[src/rtl/usr_cmd_sequencer.sv]
// usr_cmd_sequencer: command sequencer feeding the 4-bit universal shift register.
// Queues {op, data, serial, count} commands in a small FIFO and plays each one onto
// the register's mode/serial/parallel pins for count+1 enabled cycles.
// Optional build macro: USR_SEQ_ABORT_EN adds the abort port (flush queue, return to idle).
module usr_cmd_sequencer #(
    parameter int unsigned DEPTH  = 4,
    parameter int unsigned CNT_W  = 4,
    parameter int unsigned DATA_W = 4
) (
    input  logic                     clk,
    input  logic                     rst_n,
    input  logic                     ena,
    input  logic                     cmd_valid,
    output logic                     cmd_ready,
    input  logic [1:0]               cmd_op,
    input  logic [DATA_W-1:0]        cmd_data,
    input  logic                     cmd_serial,
    input  logic [CNT_W-1:0]         cmd_count,
`ifdef USR_SEQ_ABORT_EN
    input  logic                     abort,
`endif
    output logic                     usr_s1,
    output logic                     usr_s0,
    output logic                     usr_sl,
    output logic                     usr_sr,
    output logic [DATA_W-1:0]        usr_d,
    output logic                     busy,
    output logic                     done,
    output logic [$clog2(DEPTH):0]   fifo_level
);

    localparam int unsigned PTR_W = $clog2(DEPTH);
    localparam int unsigned LVL_W = PTR_W + 1;
    localparam logic [LVL_W-1:0] FULL_LVL = LVL_W'(DEPTH);

    typedef enum logic [1:0] {
        OP_HOLD = 2'b00,
        OP_SHR  = 2'b01,
        OP_SHL  = 2'b10,
        OP_LOAD = 2'b11
    } op_t;

    typedef enum logic {
        IDLE,
        ISSUE
    } state_t;

    typedef struct packed {
        logic [1:0]        op;
        logic [DATA_W-1:0] data;
        logic              serial;
        logic [CNT_W-1:0]  count;
    } cmd_t;

    cmd_t             mem [DEPTH];
    logic [PTR_W-1:0] wr_ptr;
    logic [PTR_W-1:0] rd_ptr;
    logic [LVL_W-1:0] level;
    cmd_t             head;
    cmd_t             wr_entry;

    state_t           state;
    logic [CNT_W-1:0] cnt;

    logic full;
    logic empty;
    logic push;
    logic pop;
    logic last;
    logic flush;

`ifdef USR_SEQ_ABORT_EN
    assign flush = abort;
`else
    assign flush = 1'b0;
`endif

    assign full       = (level == FULL_LVL);
    assign empty      = (level == '0);
    assign cmd_ready  = !full;
    assign fifo_level = level;
    assign head       = mem[rd_ptr];

    assign wr_entry.op     = cmd_op;
    assign wr_entry.data   = cmd_data;
    assign wr_entry.serial = cmd_serial;
    assign wr_entry.count  = cmd_count;

    // Final issue cycle of the current command: counter exhausted.
    assign last = (state == ISSUE) && (cnt == '0);

    // Push ignores ena; a full queue refuses even when a pop happens on the same edge.
    assign push = cmd_valid && !full && !flush;

    // Pop from IDLE, or back-to-back on the last issue cycle so commands chain without a bubble.
    assign pop  = ena && !flush && !empty && ((state == IDLE) || last);

    assign busy = (state == ISSUE) || !empty;

    // done marks the enabled final issue cycle; suppressed by reset or abort on that edge.
    assign done = rst_n && ena && !flush && last;

    // Command storage write; contents need no reset because level/pointers qualify them.
    always_ff @(posedge clk) begin
        if (push) begin
            mem[wr_ptr] <= wr_entry;
        end
    end

    // FIFO pointers and occupancy; pointers wrap naturally since DEPTH is a power of two.
    always_ff @(posedge clk) begin
        if (!rst_n || flush) begin
            wr_ptr <= '0;
            rd_ptr <= '0;
            level  <= '0;
        end else begin
            if (push) begin
                wr_ptr <= wr_ptr + PTR_W'(1);
            end
            if (pop) begin
                rd_ptr <= rd_ptr + PTR_W'(1);
            end
            case ({push, pop})
                2'b10:   level <= level + LVL_W'(1);
                2'b01:   level <= level - LVL_W'(1);
                default: level <= level;
            endcase
        end
    end

    // Issue FSM with registered shift-register controls; everything holds while ena is low.
    always_ff @(posedge clk) begin
        if (!rst_n) begin
            state  <= IDLE;
            cnt    <= '0;
            usr_s1 <= 1'b0;
            usr_s0 <= 1'b0;
            usr_sl <= 1'b0;
            usr_sr <= 1'b0;
            usr_d  <= '0;
        end else if (flush) begin
            // usr_d and the serial pins keep their values; only the mode returns to HOLD.
            state  <= IDLE;
            cnt    <= '0;
            usr_s1 <= 1'b0;
            usr_s0 <= 1'b0;
        end else if (ena) begin
            if (pop) begin
                state            <= ISSUE;
                cnt              <= head.count;
                {usr_s1, usr_s0} <= head.op;
                usr_sr           <= (head.op == OP_SHR) ? head.serial : 1'b0;
                usr_sl           <= (head.op == OP_SHL) ? head.serial : 1'b0;
                if (head.op == OP_LOAD) begin
                    usr_d <= head.data;
                end
            end else if (state == ISSUE) begin
                if (cnt != '0) begin
                    cnt <= cnt - CNT_W'(1);
                end else begin
                    state  <= IDLE;
                    usr_s1 <= 1'b0;
                    usr_s0 <= 1'b0;
                end
            end
        end
    end

endmodule
[config.mk]
export PLATFORM = sky130hd
export DESIGN_NAME = usr_cmd_sequencer
export DESIGN_NICKNAME = d
export VERILOG_FILES = /design/src/rtl/usr_cmd_sequencer.sv
export SDC_FILE = /design/constraint.sdc
export NUM_CORES = 1
export LEC_CHECK = 0
export CAP_MARGIN = 25
export CELL_PAD_IN_SITES_DETAIL_PLACEMENT = 0
export CELL_PAD_IN_SITES_GLOBAL_PLACEMENT = 1
export CORE_MARGIN = 2
export CORE_UTILIZATION = 35
export DETAILED_ROUTE_END_ITERATION = 8
export DONT_BUFFER_PORTS = 1
export GPL_ROUTABILITY_DRIVEN = 0
export PLACE_DENSITY = 0.65
export SYNTH_ARGS = -nofsm -noshare
export SYNTH_HDL_FRONTEND = slang
export SYNTH_SLANG_ARGS = --single-unit
[constraint.sdc]
create_clock -name clk -period 4.95 [get_ports clk]
set_clock_uncertainty 0.2 [all_clocks]
set_input_delay 0.99 -clock clk [delete_from_list [all_inputs] [get_ports clk]]
set_output_delay 0.99 -clock clk [all_outputs]
set_load 0.01 [all_outputs]
Word-level counts from Yosys, hierarchy flattened
Memories as Yosys holds them, arrays and structs flattened. A register that Yosys moved wholly into a read port is not among the register bits.
Cells that the tools add are included.
{ "classes": {"n_addsub": 5, "multipliers": 0, "n_div": 0, "magnitude_cmp": 0, "eq_ne": 7, "shifts": 0, "n_mux": 17, "bitwise": 1, "reduce_logical": 20} }
{ "op_table": {"columns": ["op", "count"], "rows": [
  ["$mux W4", 3],
  ["$mux W1", 11],
  ["$reduce_and A3 Y1", 3],
  ["$eq A2 B2 Y1 const B", 3],
  ["$logic_and A1 B1 Y1", 6],
  ["$pmux W3 S2", 1],
  ["$reduce_bool A2 Y1", 3],
  ["$add A2 B1 Y2 const B", 2],
  ["$eq A2 B1 Y1 const B", 2],
  ["$logic_not A4 Y1", 1],
  ["$mux W2", 2],
  ["$reduce_bool A4 Y1", 1],
  ["$sub A4 B1 Y4 const B", 1],
  ["$add A3 B1 Y3 const B", 1],
  ["$eq A3 B3 Y1 const B", 1],
  ["$logic_not A3 Y1", 1],
  ["$sub A3 B1 Y3 const B", 1],
  ["$logic_not A1 Y1", 2],
  ["$logic_or A1 B1 Y1", 2],
  ["$ne A2 B2 Y1 const B", 1],
  ["$reduce_and A2 Y1", 1],
  ["$not A1 Y1", 1]
]} }
{ "totals": {"ff_bits": 20, "latch_bits": 0, "mem_bits_rw": 44, "romBits": 0, "inputBits": 15, "out_inout_bits": 14, "word_cells": 61, "mem_count": 1} }
{ "mem_list": {"columns": ["memory", "words", "width", "read_ports", "rd_ports_with_merged_regs", "wr", "line_no", "rtl"], "rows": [
  ["mem", 4, 11, 1, 1, 1, "55", "cmd_t mem [DEPTH];"]
]} }

Depth between registers and ports, before layout
Gate-level depths: netlist of run 1.
{ "logic_depth": {"word_depth": 6, "mapped_depth": 10} }

Least setup slack after synthesis of run 1
Ideal clock, no wire load.
{ "synth_timing": {"path_kind": "input to output", "startpoint": "in rst_n", "endpoint": "out done", "arrival_ns": 1.821, "setup_slack_ns": 1.939, "stages": 3, "cell_sequence": "clkbuf_1 -> clkinv_1 -> nor3_1"} }
{ "synth_between": {"elab_chain_len": 2} }
{ "synth_lines": {"columns": ["item", "line_no", "rtl"], "rows": [
  ["from (decl)", "11", "input logic rst_n,"],
  ["$logic_and A1 B1 Y1 (2 in a row)", "101", "assign done = rst_n && ena && !flush && last;"],
  ["to (decl)", "28", "output logic done,"]
]} }
No other way between the ends.

Worst setup path in the final report of run 1
Same ends and word-level chain as after synthesis.

==> results of run 1 <==
## sequential cells by signal, summed over array words and instances, names as in the netlist, named ones only
register / flops
usr_sr: 1
state: 1
usr_d: 4
wr_ptr: 2
usr_sl: 1
usr_s1: 1
rd_ptr: 2
mem: 44
usr_s0: 1
fifo_level: 3
cnt: 4
## Yosys cell counts (2+ instances only)
| cell | instances | area share (%) |
|---|---|---|
| nor2_1 | 11 | 1.6 |
| nand3_1 | 4 | 0.75 |
| a21oi_1 | 9 | 1.7 |
| clkbuf_1 | 2 | 0.28 |
| and3_1 | 4 | 0.94 |
| xor2_1 | 4 | 1.3 |
| mux4_2 | 10 | 8.5 |
| nand2_1 | 12 | 1.7 |
| ha_1 | 6 | 2.8 |
| a31oi_1 | 2 | 0.47 |
| inv_1 | 9 | 1.3 |
| dfxtp_1 | 22 | 17 |
| nor3_1 | 4 | 0.75 |
| xnor2_1 | 2 | 0.66 |
| nand4b_1 | 3 | 0.99 |
| edfxtp_1 | 44 | 50 |
| o21ai_0 | 10 | 1.9 |
## report_power, final
| group | total (mW) | leakage, nW | internal (mW) | switching [mW] |
|---|---|---|---|---|
| sequential | 0.781 | 0.583 | 0.679 | 0.102 |
| clock | 0.484 | 0.107 | 0.282 | 0.202 |
| combinational | 0.397 | 0.286 | 0.190 | 0.207 |
## cell type report
cell class,count,area (um^2)
clock inverter,7,93.8
sequential,66,1760
tap,99,124
inverter,10,37.5
multi-input combinational,99,838
fill,677,4310
clock buffer,9,124
## metrics by stage
stage / worst slack (ns) / util, %
after global placement: 1.95 / 37.9
final: 1.90 / 40.9
after floorplan: 1.94 / -
after detailed placement: 1.89 / 37.9
after global routing: 1.75 / 40.9
after CTS: 1.89 / 40.9
## worst max-delay path by stage
stage | start | to | slack [ns] | cells past startpoint
finish | rst_n | done | 1.90 | 2
detailed placement | rst_n | done | 1.89 | 2
global route | rst_n | done | 1.75 | 2
floorplan | rst_n | done | 1.94 | 3
global placement | rst_n | done | 1.95 | 2
CTS | rst_n | done | 1.89 | 2
## logic make-up after synthesis
family | count (synthesis) | share of synthesized area, %
flip-flops | 66 | 66.2
multiplexers | 11 | 9.45
XOR/XNOR | 6 | 1.97
adder cells (fa/ha/maj) | 7 | 3.57
AND/OR/NAND/NOR | 45 | 8.89
buffers and inverters | 14 | 2.30
AO/OA/AOI/OAI | 30 | 7.62
## worst min-delay path, delay by kind of cell, from the launching register on
| family | cells | cell delay, ns |
|---|---|---|
| AO/OA/AOI/OAI | 1 | 0.05 |
| flip-flops | 1 | 0.33 |
| AND/OR/NAND/NOR | 1 | 0.06 |
## per-layer routing
metal / GRT usage, % / wire (um) / vias to the layer above
li1: - / - / 693
met1: 14.4 / 1960 / 701
met2: 19.9 / 2300 / 32
met3: 4.65 / 364 / 6
met4: 7.58 / 91 / 0
met5: 0 / 0 / -
==> reports/qor.yml, run 1 <==
worst_r2r_path_depth: 10
clock_sinks: 66
relSlewSlack_pct: 51.5
final-setup-viol-count: 0
p_total_mw: 1.66
n_antenna_cell: 0
dieWidth_um: 91.2
coreArea_mm2: 0.00729
ctsHoldBuffers: 0
drc_errors: 0
viasPerCell: 4.94
final_cells: 290
dpl_cell_area_mm2: 0.00276
max_cap_viol_count: 0
layout.nets: 208
critPathArrivalTime_ns: 1.86
avgSynthCellArea_um2: 14.9
final_common_cell: "edfxtp_1"
holdWs_ns: 0.283
finalHoldViolations: 0
die_h_um: 91.2
crit_buf_inv: 1
placed_cells: 274
worst_path_largest_cell_delay_ns: 0.50
fin_area_mm2: 0.00298
cts-buffers-inserted: 9
fin_tns_setup_ns: 0
hold_end: "cnt[0]"
syn2layout_area_growth_pct: 11.9
grt_pass1_vias: 1499
antenna_found_initial: 0
clock_path_buffers: 2
ir_worst_vdd_uv: 182
netlist_instances: 179
global_route.overflow_total: 0
die_area_mm2: 0.00832
grt_max_degree: 18
rsz0062_at_grt: "false"
r2r-end: "fifo_level[2]"
status: "complete, no violations"
path_class: "in -> out"
clock.fmax_mhz: 328
avgRoutedWirePerCell_um: 16.3
critPathLaunchType: "input pin"
drive_gt1_share_pct: 15.7
worst_pin_slew_ns: 0.727
initial_core_util_pct: 36.5
worstSetupEndpointType: "output pin"
cts_tree: "done"
synth_seq_area_share_pct: 66.2
synthArstFlopShare_pct: 0
mostFrequentLayoutCells: "edfxtp_1 (44), dfxtp_1 (22), nand2_1 (12), nor2_1 (11)"
cts_root_buf: "clkbuf_8"
firstDrtPassIters: 4
post_cts_buffers: 0
htree_levels: 3
syn_nets: 201
post-route-period-util_pct: 61.6
io_pins: 29
cts_resized: 0
clkTransAtPathRegs_ns: 0.07
cp.required_ns: 3.76
rows: 31
path_cells: "clkinv_1, nor3_1"
ys_ff_latch: 66
drt.antenna.violating_nets: 0
crit_path_max_fanout: 17
critPathSlowestCell: "nor3_1"
ys_warn_count: 0
clkLatencyLatePin_ns: 0.33
hold_path_class: "reg -> reg"
synth_cell_types: 38
p_per_area_mw_per_mm2: 558
r2r-start: "cnt[0]"
min_period_ns: 3.05
vias: 1432
timing.final.max_slew_violations: 0
critPathTopFamily: "simple AND/OR/NAND/NOR gates"
drtIter0Drc: 80
syn_area_mm2: 0.00266
grtUsageTotal_pct: 12.5
synth-edff-count: 44
synth_ff_type: "edfxtp_1"
reg2reg_setup_slack_ns: 2.11
p_leak_nw: 0.976
worstHoldPathCells: 2
io_buffers: 0
min_from: "cnt[0]"
drt_wl_total_mm: 4.72
hpwl_mm: 3.27
grt_pass1_wl_mm: 7.80
No activity file was read; power rests on OpenSTA's default activity.
==> run 2, diff against run 1 <==
--- a/config.mk
+++ b/config.mk
@@ -13,7 +13,7 @@
 export DETAILED_ROUTE_END_ITERATION = 8
 export DONT_BUFFER_PORTS = 1
 export GPL_ROUTABILITY_DRIVEN = 0
-export PLACE_DENSITY = 0.65
+export PLACE_DENSITY = 0.67
 export SYNTH_ARGS = -nofsm -noshare
 export SYNTH_HDL_FRONTEND = slang
 export SYNTH_SLANG_ARGS = --single-unit
==> constraint.sdc (replaced) <==
create_clock -name clk -period 2.58 [get_ports clk]
set_clock_uncertainty 0.2 [all_clocks]
set_input_delay 0.516 -clock clk [delete_from_list [all_inputs] [get_ports clk]]
set_output_delay 0.516 -clock clk [all_outputs]
set_load 0.01 [all_outputs]
==> run 2 against run 1 <==
Net effect:
- worst hold slack worse by 0.22 ns
- register-to-register slack worse by 2.0 ns
- count of clock-buffer cells in the layout stayed put
- sequential cell count stayed put
- final cell count is 4.1% higher
- critical path depth is 8 higher
- global-route usage is 0.48 points higher
- cell area is 3.6% higher
- first-iteration DRC count is 8.8% lower
- core utilization is 1.5 points higher
- clock power is 79% higher
- critical endpoint is now fifo_level[2]
==> reports/qor.yml, run 2 (synthesized netlist as in run 1, its figures left out) <==
status: "complete, no violations"
io_buffers: 0
antenna_found_initial: 0
clkPwrFrac_pct: 26.3
reg2reg_setup_slack_ns: 0.07
drt.antenna.violating_nets: 0
avgRoutedWirePerCell_um: 16.6
crit_path_max_fanout: 3
hpwl_mm: 3.40
p_per_area_mw_per_mm2: 1070
rows: 31
syn2layout_area_growth_pct: 15.9
post-route-period-util_pct: 97.1
mostFrequentLayoutCells: "edfxtp_1 (44), dfxtp_1 (20), nand2_1 (12), buf_4 (12), nor2_1 (11)"
final_common_cell: "edfxtp_1"
die_h_um: 91.2
final-setup-viol-count: 0
timing.final.max_slew_violations: 0
clock_sinks: 66
io_pins: 29
drt_wl_total_mm: 5.02
max_cap_viol_count: 0
critPathArrivalTime_ns: 2.59
layout.nets: 220
coreArea_mm2: 0.00729
global_route.overflow_total: 0
dieWidth_um: 91.2
clock.fmax_mhz: 399
vias: 1495
cts_tree: "done"
drtIter0Drc: 73
clkTransAtPathRegs_ns: 0.08
relSlewSlack_pct: 60.3
worstSetupEndpointType: "flip-flop"
clkLatencyLatePin_ns: 0.34
comb_power_share_pct: 30.2
top_regs: "mem (44), cnt (4), usr_d (4)"
die_area_mm2: 0.00832
grt_pass1_wl_mm: 8.07
initial_core_util_pct: 36.5
min_period_ns: 2.51
ir_worst_vdd_uv: 313
clock_path_buffers: 2
final_util_pct: 42.3
finalHoldViolations: 0
firstDrtPassIters: 4
p_total_mw: 3.30
power_switching_share_pct: 32.0
n_antenna_cell: 0
regMostFlops: "mem"
switchingPower_mw: 1.05
critPathLaunchType: "flip-flop"
viasPerCell: 4.95
drc_errors: 0
cp.required_ns: 2.66
grt_pass1_vias: 1540
ctsHoldBuffers: 0
grt_max_degree: 17
cts-buffers-inserted: 9
largest_reg_flops: 44
cts_root_buf: "clkbuf_8"
p_int_mw: 2.24
worst_pin_slew_ns: 0.595
grtUsageTotal_pct: 13.0
drive_gt1_share_pct: 24.6
path_class: "reg -> reg"
p_seq_share_pct: 43.5
htree_levels: 3
fin_tns_setup_ns: 0
p_leak_nw: 1.03
hold_path_class: "in -> reg"
[run 2: cell types whose count changed in the layout (fill, tap and decap cells not counted), sizes merged]
| cell | before | now |
|---|---|---|
| buf | 0 | 12 |
| inv | 9 | 11 |
| bufinv | 2 | 1 |
| clkinv | 5 | 4 |
[run 2: area by class of cell]
type / instances / area [um^2]
fill: 709 / 4210
sequential: 66 / 1760
multi-input combinational: 99 / 870
clock buffer: 9 / 124
tap: 99 / 124
timing repair buffer: 12 / 90.1
clock inverter: 7 / 76.3
inverter: 10 / 37.5
[run 2: final timing paths]
| path | cells after the start | from | end |
|---|---|---|---|
| worst max-delay path | 10 | cnt[1] | fifo_level[2] |
| worst min-delay path | 0 | cmd_data[2] | mem[3][7] |
| worst max register to register | 10 | cnt[1] | fifo_level[2] |
| worst min register to register | 2 | wr_ptr[1] | wr_ptr[1] |
[run 2: per-layer routing]
metal,up-vias,routed length [um],track usage (%)
li1,719,-,-
met5,-,0,0
met4,0,88,4.92
met1,740,2260,16.0
met3,7,284,5.81
met2,29,2390,20.2
[run 2: timing repair]
action,CTS,global route
resized for setup,1,6
endpoints found under the setup margin,1,1
pin swaps,1,3
setup buffers,0,3
[run 2: worst max-delay path, stage by stage, from the launching register on]
cell and delay, ns:
dfxtp_2 0.33, inv_2 0.07, ha_4 0.13, or3b_4 0.40, a21oi_4 0.19, ha_4 0.15
inv_1 0.05, fa_2 0.33, xor2_1 0.15, or3_1 0.32, a21oi_2 0.12
[run 2: per-stage QoR]
step	hold WS, ns	instance area [um^2]	setup WS, ns	cells
after detailed placement	0.269	2840	0.0101	283
after CTS	0.0488	3050	0.0302	299
final	0.0660	3090	0.0737	302
after global routing	0.0377	3090	-0.0116	302
after floorplan	0.245	2670	0.0121	179
after global placement	0.256	2840	0.0873	283
[run 2: power by group through the flow]
| stage | clock [mW] | combinational, mW | sequential (mW) |
|---|---|---|---|
| 3_3_place_gp | 0 | 0.929 | 1.45 |
| 6_report | 0.866 | 0.997 | 1.43 |
| 4_1_cts | 0.893 | 0.956 | 1.44 |
| 2_1_floorplan | 0 | 0.704 | 1.43 |
| 3_5_place_dp | 0 | 0.935 | 1.46 |
| 5_1_grt | 0.946 | 1.12 | 1.46 |
